==> config.mk <==
export PLATFORM = sky130hd
export DESIGN_NAME = exc_ctrl_flat
export DESIGN_NICKNAME = d
export VERILOG_FILES = /design/src/rtl/exc_ctrl_if.sv /design/src/rtl/exc_ctrl.sv /design/src/flat_wrapper.sv
export SDC_FILE = /design/constraint.sdc
export NUM_CORES = 1
export LEC_CHECK = 0
export CORE_MARGIN = 2
export CORE_UTILIZATION = 28
export DETAILED_ROUTE_END_ITERATION = 16
export PLACE_DENSITY = 0.79
export SETUP_SLACK_MARGIN = 0.15
export SLEW_MARGIN = 20
export SYNTH_ARGS = -nofsm -noshare
export SYNTH_HDL_FRONTEND = slang
export SYNTH_SLANG_ARGS = --single-unit
==> constraint.sdc <==
create_clock -name clk -period 1.81 [get_ports clk]
set_input_delay 0.362 -clock clk [delete_from_list [all_inputs] [get_ports clk]]
set_output_delay 0.362 -clock clk [all_outputs]
set_load 0.05 [all_outputs]
==> src/rtl/exc_ctrl_if.sv <==
// M-stage / CP0 / fetch-redirect bundle for the exception sequencer.
// master = pipeline side driving M-stage state, slave = exc_ctrl.
interface exc_ctrl_if;
  logic        m_valid;
  logic        m_stall;
  logic [31:0] m_pc;
  logic [31:0] m_vaddr;
  logic        m_is_branch;
  logic        m_eret;
  logic        exc_fetch_adel;
  logic        exc_ri;
  logic        exc_ov;
  logic        exc_sys;
  logic        exc_bp;
  logic        exc_data_adel;
  logic        exc_data_ades;
  logic        interrupt;
  logic [31:0] cp0_epc;
  logic        exception;
  logic [5:0]  exc_code;
  logic        is_bad_addr;
  logic [31:0] bad_addr;
  logic [31:0] exc_pc;
  logic        in_delay_slot;
  logic        eret;
  logic        flush;
  logic        redirect_valid;
  logic [31:0] redirect_pc;
  logic        redirect_ready;

  modport master (
    output m_valid, m_stall, m_pc, m_vaddr, m_is_branch, m_eret,
           exc_fetch_adel, exc_ri, exc_ov, exc_sys, exc_bp, exc_data_adel, exc_data_ades,
           interrupt, cp0_epc, redirect_ready,
    input  exception, exc_code, is_bad_addr, bad_addr, exc_pc, in_delay_slot,
           eret, flush, redirect_valid, redirect_pc
  );

  modport slave (
    input  m_valid, m_stall, m_pc, m_vaddr, m_is_branch, m_eret,
           exc_fetch_adel, exc_ri, exc_ov, exc_sys, exc_bp, exc_data_adel, exc_data_ades,
           interrupt, cp0_epc, redirect_ready,
    output exception, exc_code, is_bad_addr, bad_addr, exc_pc, in_delay_slot,
           eret, flush, redirect_valid, redirect_pc
  );
endinterface

==> src/rtl/exc_ctrl.sv <==
// Exception/ERET sequencer: prioritises M-stage exceptions, strobes CP0 for one
// cycle, flushes the pipe and holds a redirect to fetch until it is accepted.
module exc_ctrl #(
  parameter logic [31:0] EXC_VECTOR = 32'hBFC0_0380
) (
  input  logic      clk,
  input  logic      resetn,
  exc_ctrl_if.slave bus
);
  localparam logic [0:0] ST_IDLE  = 1'b0;
  localparam logic [0:0] ST_REDIR = 1'b1;

  logic [0:0]  state_q, state_d;
  logic        ds_flag_q, ds_flag_d;
  logic [31:0] redirect_pc_q, redirect_pc_d;

  logic        commit, any_exc, exc_stb, eret_stb, trig;
  logic [5:0]  code;
  logic        bad_v;
  logic [31:0] bad_a;

  // Qualifying by resetn keeps every strobe quiet while reset is held.
  always_comb begin
    commit  = resetn & bus.m_valid & ~bus.m_stall & (state_q == ST_IDLE);
    any_exc = bus.interrupt | bus.exc_fetch_adel | bus.exc_ri | bus.exc_ov |
              bus.exc_sys | bus.exc_bp | bus.exc_data_adel | bus.exc_data_ades;
    exc_stb  = commit & any_exc;
    eret_stb = commit & bus.m_eret & ~any_exc;
    trig     = exc_stb | eret_stb;
  end

  always_comb begin
    code  = 6'd0;
    bad_v = 1'b0;
    bad_a = 32'd0;
    if (bus.interrupt) begin
      code = 6'd0;
    end else if (bus.exc_fetch_adel) begin
      code  = 6'd4;
      bad_v = 1'b1;
      bad_a = bus.m_pc;
    end else if (bus.exc_ri) begin
      code = 6'd10;
    end else if (bus.exc_ov) begin
      code = 6'd12;
    end else if (bus.exc_sys) begin
      code = 6'd8;
    end else if (bus.exc_bp) begin
      code = 6'd9;
    end else if (bus.exc_data_adel) begin
      code  = 6'd4;
      bad_v = 1'b1;
      bad_a = bus.m_vaddr;
    end else if (bus.exc_data_ades) begin
      code  = 6'd5;
      bad_v = 1'b1;
      bad_a = bus.m_vaddr;
    end
  end

  // CP0-facing data is zeroed outside the strobe cycle.
  always_comb begin
    bus.exception      = exc_stb;
    bus.exc_code       = exc_stb ? code : 6'd0;
    bus.is_bad_addr    = exc_stb & bad_v;
    bus.bad_addr       = exc_stb ? bad_a : 32'd0;
    bus.exc_pc         = exc_stb ? bus.m_pc : 32'd0;
    bus.in_delay_slot  = exc_stb & ds_flag_q;
    bus.eret           = eret_stb;
    bus.flush          = (state_q == ST_REDIR) | trig;
    bus.redirect_valid = (state_q == ST_REDIR);
    bus.redirect_pc    = redirect_pc_q;
  end

  always_comb begin
    state_d       = state_q;
    ds_flag_d     = ds_flag_q;
    redirect_pc_d = redirect_pc_q;
    if (state_q == ST_REDIR) begin
      if (bus.redirect_ready) state_d = ST_IDLE;
    end else if (trig) begin
      state_d       = ST_REDIR;
      ds_flag_d     = 1'b0;
      redirect_pc_d = exc_stb ? EXC_VECTOR : bus.cp0_epc;
    end else if (commit) begin
      ds_flag_d = bus.m_is_branch;
    end
  end

  always_ff @(posedge clk) begin
    if (!resetn) begin
      state_q       <= ST_IDLE;
      ds_flag_q     <= 1'b0;
      redirect_pc_q <= 32'd0;
    end else begin
      state_q       <= state_d;
      ds_flag_q     <= ds_flag_d;
      redirect_pc_q <= redirect_pc_d;
    end
  end
endmodule

==> src/flat_wrapper.sv <==
// flat-port wrapper written by rule: the top's interface ports become plain ports
module exc_ctrl_flat 
#(
  parameter logic [31:0] EXC_VECTOR = 32'hBFC0_0380
)
  (clk, resetn, bus_m_valid, bus_m_stall, bus_m_pc, bus_m_vaddr, bus_m_is_branch, bus_m_eret, bus_exc_fetch_adel, bus_exc_ri, bus_exc_ov, bus_exc_sys, bus_exc_bp, bus_exc_data_adel, bus_exc_data_ades, bus_interrupt, bus_cp0_epc, bus_redirect_ready, bus_exception, bus_exc_code, bus_is_bad_addr, bus_bad_addr, bus_exc_pc, bus_in_delay_slot, bus_eret, bus_flush, bus_redirect_valid, bus_redirect_pc);
  exc_ctrl_if bus_i ();
  input  logic clk;
  input  logic resetn;
  input wire logic [$bits(bus_i.m_valid)-1:0] bus_m_valid;
  input wire logic [$bits(bus_i.m_stall)-1:0] bus_m_stall;
  input wire logic [$bits(bus_i.m_pc)-1:0] bus_m_pc;
  input wire logic [$bits(bus_i.m_vaddr)-1:0] bus_m_vaddr;
  input wire logic [$bits(bus_i.m_is_branch)-1:0] bus_m_is_branch;
  input wire logic [$bits(bus_i.m_eret)-1:0] bus_m_eret;
  input wire logic [$bits(bus_i.exc_fetch_adel)-1:0] bus_exc_fetch_adel;
  input wire logic [$bits(bus_i.exc_ri)-1:0] bus_exc_ri;
  input wire logic [$bits(bus_i.exc_ov)-1:0] bus_exc_ov;
  input wire logic [$bits(bus_i.exc_sys)-1:0] bus_exc_sys;
  input wire logic [$bits(bus_i.exc_bp)-1:0] bus_exc_bp;
  input wire logic [$bits(bus_i.exc_data_adel)-1:0] bus_exc_data_adel;
  input wire logic [$bits(bus_i.exc_data_ades)-1:0] bus_exc_data_ades;
  input wire logic [$bits(bus_i.interrupt)-1:0] bus_interrupt;
  input wire logic [$bits(bus_i.cp0_epc)-1:0] bus_cp0_epc;
  input wire logic [$bits(bus_i.redirect_ready)-1:0] bus_redirect_ready;
  output wire logic [$bits(bus_i.exception)-1:0] bus_exception;
  output wire logic [$bits(bus_i.exc_code)-1:0] bus_exc_code;
  output wire logic [$bits(bus_i.is_bad_addr)-1:0] bus_is_bad_addr;
  output wire logic [$bits(bus_i.bad_addr)-1:0] bus_bad_addr;
  output wire logic [$bits(bus_i.exc_pc)-1:0] bus_exc_pc;
  output wire logic [$bits(bus_i.in_delay_slot)-1:0] bus_in_delay_slot;
  output wire logic [$bits(bus_i.eret)-1:0] bus_eret;
  output wire logic [$bits(bus_i.flush)-1:0] bus_flush;
  output wire logic [$bits(bus_i.redirect_valid)-1:0] bus_redirect_valid;
  output wire logic [$bits(bus_i.redirect_pc)-1:0] bus_redirect_pc;
  assign bus_i.m_valid = bus_m_valid;
  assign bus_i.m_stall = bus_m_stall;
  assign bus_i.m_pc = bus_m_pc;
  assign bus_i.m_vaddr = bus_m_vaddr;
  assign bus_i.m_is_branch = bus_m_is_branch;
  assign bus_i.m_eret = bus_m_eret;
  assign bus_i.exc_fetch_adel = bus_exc_fetch_adel;
  assign bus_i.exc_ri = bus_exc_ri;
  assign bus_i.exc_ov = bus_exc_ov;
  assign bus_i.exc_sys = bus_exc_sys;
  assign bus_i.exc_bp = bus_exc_bp;
  assign bus_i.exc_data_adel = bus_exc_data_adel;
  assign bus_i.exc_data_ades = bus_exc_data_ades;
  assign bus_i.interrupt = bus_interrupt;
  assign bus_i.cp0_epc = bus_cp0_epc;
  assign bus_i.redirect_ready = bus_redirect_ready;
  assign bus_exception = bus_i.exception;
  assign bus_exc_code = bus_i.exc_code;
  assign bus_is_bad_addr = bus_i.is_bad_addr;
  assign bus_bad_addr = bus_i.bad_addr;
  assign bus_exc_pc = bus_i.exc_pc;
  assign bus_in_delay_slot = bus_i.in_delay_slot;
  assign bus_eret = bus_i.eret;
  assign bus_flush = bus_i.flush;
  assign bus_redirect_valid = bus_i.redirect_valid;
  assign bus_redirect_pc = bus_i.redirect_pc;
  exc_ctrl #(.EXC_VECTOR(EXC_VECTOR)) u_core (.clk(clk), .resetn(resetn), .bus(bus_i));
endmodule
# Word level (Yosys, flattened, before mapping)
# Index checks and enable logic that the tools add are counted.
[classes]
bitwise = 20
reduce_logical = 3
n_mux = 33
[op_table]
columns = ["op", "n"]
rows = [
  ["2-to-1 mux 32 bit", 11],
  ["2-to-1 mux 6 bit", 8],
  ["2-to-1 mux 1 bit", 13],
  ["bitwise OR 1 bit", 9],
  ["bitwise AND 1 bit", 8],
  ["AND reduction 2 bit", 2],
  ["2-to-1 mux 3 bit", 1],
  ["inverter 1 bit", 3],
  ["nonzero test 2 bit", 1],
]
[totals]
input_bits = 111
out_inout_bits = 108
regBits = 34

# Logic depth before layout (Yosys ltp)
[depth]
ltp_word = 12
depth_mapped = 7

# Worst setup path before layout
# Ideal clock, no wire load.
[synth_timing]
kind = "register -> output"
startpoint = "reg u_core.state_q (netlist: u_core.bus.redirect_valid)"
endpoint = "out bus_exc_code[2]"
stages_incl_launch_ff = 4
setup_slack_ns = -1.956
arrival_time_ns = 3.404
path_buffers = 1
cell_sequence = "dfxtp_1 nand4bb_1 clkbuf_1 a2111oi_0"
[synth_via]
elab_chain_cells = 4
[synth_lines]
columns = ["element", "line", "rtl"]
rows = [
  ["start: declaration", "exc_ctrl.sv:13", "logic [0:0] state_q, state_d;"],
  ["start signal: assignment", "exc_ctrl.sv:96", "state_q <= state_d;"],
  ["inverter 1 bit (no line)", "--", ""],
  ["bitwise AND 1 bit", "exc_ctrl.sv:24", "commit = resetn & bus.m_valid & ~bus.m_stall & (state_q == ST_IDLE);"],
  ["bitwise AND 1 bit", "exc_ctrl.sv:27", "exc_stb = commit & any_exc;"],
  ["2-to-1 mux 6 bit", "exc_ctrl.sv:64", "bus.exc_code = exc_stb ? code : 6'd0;"],
  ["end: declaration", "flat_wrapper.sv:27", "output wire logic [$bits(bus_i.exc_code)-1:0] bus_exc_code;"],
]
# No other way between the ends.

# Worst setup path in the final report
[layout_timing]
startpoint = "reg u_core.state_q (netlist: u_core.bus.redirect_valid)"
endpoint = "out bus_exc_pc[8]"
[layout_via]
elab_chain_cells = 4
[layout_lines]
columns = ["element", "line", "rtl"]
rows = [
  ["inverter 1 bit (no line)", "--", ""],
  ["bitwise AND 1 bit", "exc_ctrl.sv:24", ""],
  ["bitwise AND 1 bit", "exc_ctrl.sv:27", ""],
  ["2-to-1 mux 32 bit", "exc_ctrl.sv:67", "bus.exc_pc = exc_stb ? bus.m_pc : 32'd0;"],
  ["end: declaration", "flat_wrapper.sv:30", "output wire logic [$bits(bus_i.exc_pc)-1:0] bus_exc_pc;"],
]
# No other way between the ends.

==> results.ini <==
[timing]
rsz0062_at_grt = true
setup_viol = 73
fin_crit_sh_pct = 120
worst_slack_ps = -365
final_max_slew_viol_count = 0
timing.fmax_mhz = 460
hold_viol = 0
clock-skew-final_ps = 3.69
fin_setup_tns_ps = -22100
post-route-min-period_ps = 2170
hold_ws_ps = 486

[floorplanning]
die-area_um2 = 7760
rows = 30
die_w_um = 88.1
die_y_um = 88.1
start_util_pct = 29.0
coreArea_um2 = 6830
top_level_ports = 219

[logic_synthesis]
synth_cell_types = 34
ys_warn_count = 0
seq_area_frac_synth_pct = 34.4
syn_area_per_cell_um2 = 9.21
syn_inst = 215
ys_ff_latch = 34
netlist_area_um2 = 1980

[worst_setup_path]
startpoint_type = register
r2r-start = u_core.bus.redirect_valid
ff2ff_setup_slack_ps = 40
crit_arrival_ps = 1810
cp-startpoint = u_core.bus.redirect_valid
r2r_end = u_core.bus.redirect_pc[3]
cp.required_ps = 1450
rr_worst_depth = 8
criticalPathCategory = reg2out
cp_max_fo = 15
end_kind = primary output

[finish]
finalNetCount = 578
final_common_cell = clkdlybuf4s50_1
area_delta_synth_final_pct = 199
final_cell_mix = 98 x clkdlybuf4s50_1, 80 x buf_12, 58 x buf_4
fin_util_pct = 86.7
drive_gt1_share_pct = 56.6

[min_path]
hold_depth = 1
hold_path.class = reg2reg
holdPathEnd = u_core.bus.redirect_pc[16]
hp-start = u_core.bus.redirect_pc[16]

[clock_tree]
clk_pin_slew_ps = 70
worstSkewPairLatency_ps = 280
ctsLongestPathBuffers = 2
hold_buffers = 0
htree_num_levels = 2
cts_buffers = 5
cts_tree = yes
cts_num_sinks = 34
root_buffer = clkbuf_8

[grt]
antenna_found_initial = 2
use_met1_pct = 27.7
gr-total-overflow = 0
grtUsageTotal_pct = 30.2
grt.busiest_layer = met2
grt_start_max_net_pins = 25
grt_pass1_vias = 3119
grt_pass1_wl_um = 17300
grt_use_met2_pct = 57.4
grt_use_met3_pct = 13.7

[placement]
gp_congestion = 0.803
port_buffers = 216
hpwl_um = 8570

[run]
maxCapViolations = 0

[outcome]
status = finished with violations
violations = setup timing

[power]
powerDensity_nw_per_um2 = 410
leakagePower_nw = 2.47
finalPower_mw = 2.43
peakVddDrop_v = 0.000321

[route]
drc_errors = 0
wire_per_inst_um = 21.2
routed_wirelength_um = 12000
num_vias = 2836
drtIter0Drc = 86
drt_pass1_iterations = 4
via_per_inst = 5.00
ant_nets = 0

## state kept, by name, indices dropped and copies added (netlist names)
name / count
u_core.bus.redirect_pc: 32
u_core.bus.redirect_valid: 1
u_core.ds_flag_q: 1
## synthesized netlist by cell type
| cell | count | area share [%] |
|---|---|---|
| a2111oi_0 | 1 | 0.44 |
| a211o_1 | 1 | 0.44 |
| a22o_1 | 20 | 8.8 |
| and2_1 | 33 | 10 |
| and3_1 | 2 | 0.63 |
| and4b_1 | 1 | 0.51 |
| and4bb_2 | 1 | 0.63 |
| buf_1 | 1 | 0.19 |
| buf_2 | 6 | 1.5 |
| buf_4 | 4 | 1.5 |
| buf_6 | 4 | 2.3 |
| clkbuf_1 | 6 | 1.1 |
| conb_1 | 1 | 0.19 |
| dfxtp_1 | 34 | 34 |
| inv_1 | 2 | 0.38 |
| inv_2 | 1 | 0.19 |
| mux2i_1 | 32 | 16 |
| nand2_1 | 2 | 0.38 |
| nand3_1 | 1 | 0.25 |
| nand3_2 | 1 | 0.51 |
| nand4bb_1 | 1 | 0.57 |
| nor2_1 | 35 | 6.6 |
| nor2_2 | 1 | 0.32 |
| nor2b_1 | 1 | 0.32 |
| nor3_1 | 2 | 0.51 |
| nor4_1 | 1 | 0.32 |
| nor4_4 | 1 | 1.1 |
| o2111a_1 | 1 | 0.57 |
| o21a_1 | 1 | 0.38 |
| o21ai_0 | 2 | 0.51 |
| o21bai_1 | 1 | 0.38 |
| o221a_2 | 12 | 6.8 |
| o22ai_1 | 1 | 0.32 |
| or2_1 | 1 | 0.32 |
## through the flow
stage	setup WS, ps	area, µm²	cells
floorplan	-228	2360	216
global placement	-769	5370	538
detailed placement	-807	5370	538
finish	-365	5920	567
CTS	-378	5880	562
global route	-425	5920	565
## layout make-up
| type | instances | area [µm²] |
|---|---|---|
| timing repair buffer | 264 | 3380 |
| fill | 320 | 907 |
| multi-input combinational | 159 | 1600 |
| clock inverter | 3 | 43.8 |
| antenna | 3 | 7.51 |
| sequential | 34 | 684 |
| clock buffer | 5 | 68.8 |
| inverter | 3 | 17.5 |
| tap | 96 | 120 |
## routing by layer
layer	part of all wire, %	wire (µm)	up-vias
li1	-	-	1282
met1	31	3770	1369
met2	55	6580	161
met3	11	1330	24
met4	3.0	365	0
met5	0	0	-
## power by group
group	total (mW)	internal, mW	leakage (nW)	switching, mW
registers	0.771	0.763	0.276	0.00812
logic	0.963	0.519	2.14	0.444
clock network	0.698	0.410	0.0547	0.287
total	2.43	1.69	2.47	0.739
## what timing repair did
item / 4_1_cts / 5_1_grt
gates cloned: 6 / 0
buffers inserted: 10 / 2
endpoints found under the setup margin: 105 / 105
pin swaps: 41 / 15
resized for setup: 97 / 3
## how the worst max path moves through the flow
stage               cells past startpoint  slack (ps)          endpoint
finish                                  8        -360     bus_exc_pc[8]
global route                            8        -420    bus_exc_pc[16]
CTS                                     6        -380  bus_bad_addr[17]
detailed placement                      6        -810   bus_exc_code[0]
global placement                        6        -770   bus_exc_code[0]
floorplan                               5        -230  bus_bad_addr[12]
## cell families after synthesis
family                 share of synthesized area [%]
DFF                                             34.4
other                                          0.189
and+or+nand+nor                                 23.4
muxes                                           16.2
buffers and inverters                           7.20
AOI/OAI and AO/OA                               18.7
## worst max-delay path, cell delays in order, from the launching register on
cell,delay (ps)
dfxtp_4,350
nand4bb_4,220
buf_6,140
buf_12,120
buf_12,120
nor2_4,120
buf_12,160
and2_4,170
buf_12,130
No activity file was read; power rests on OpenSTA's default activity.
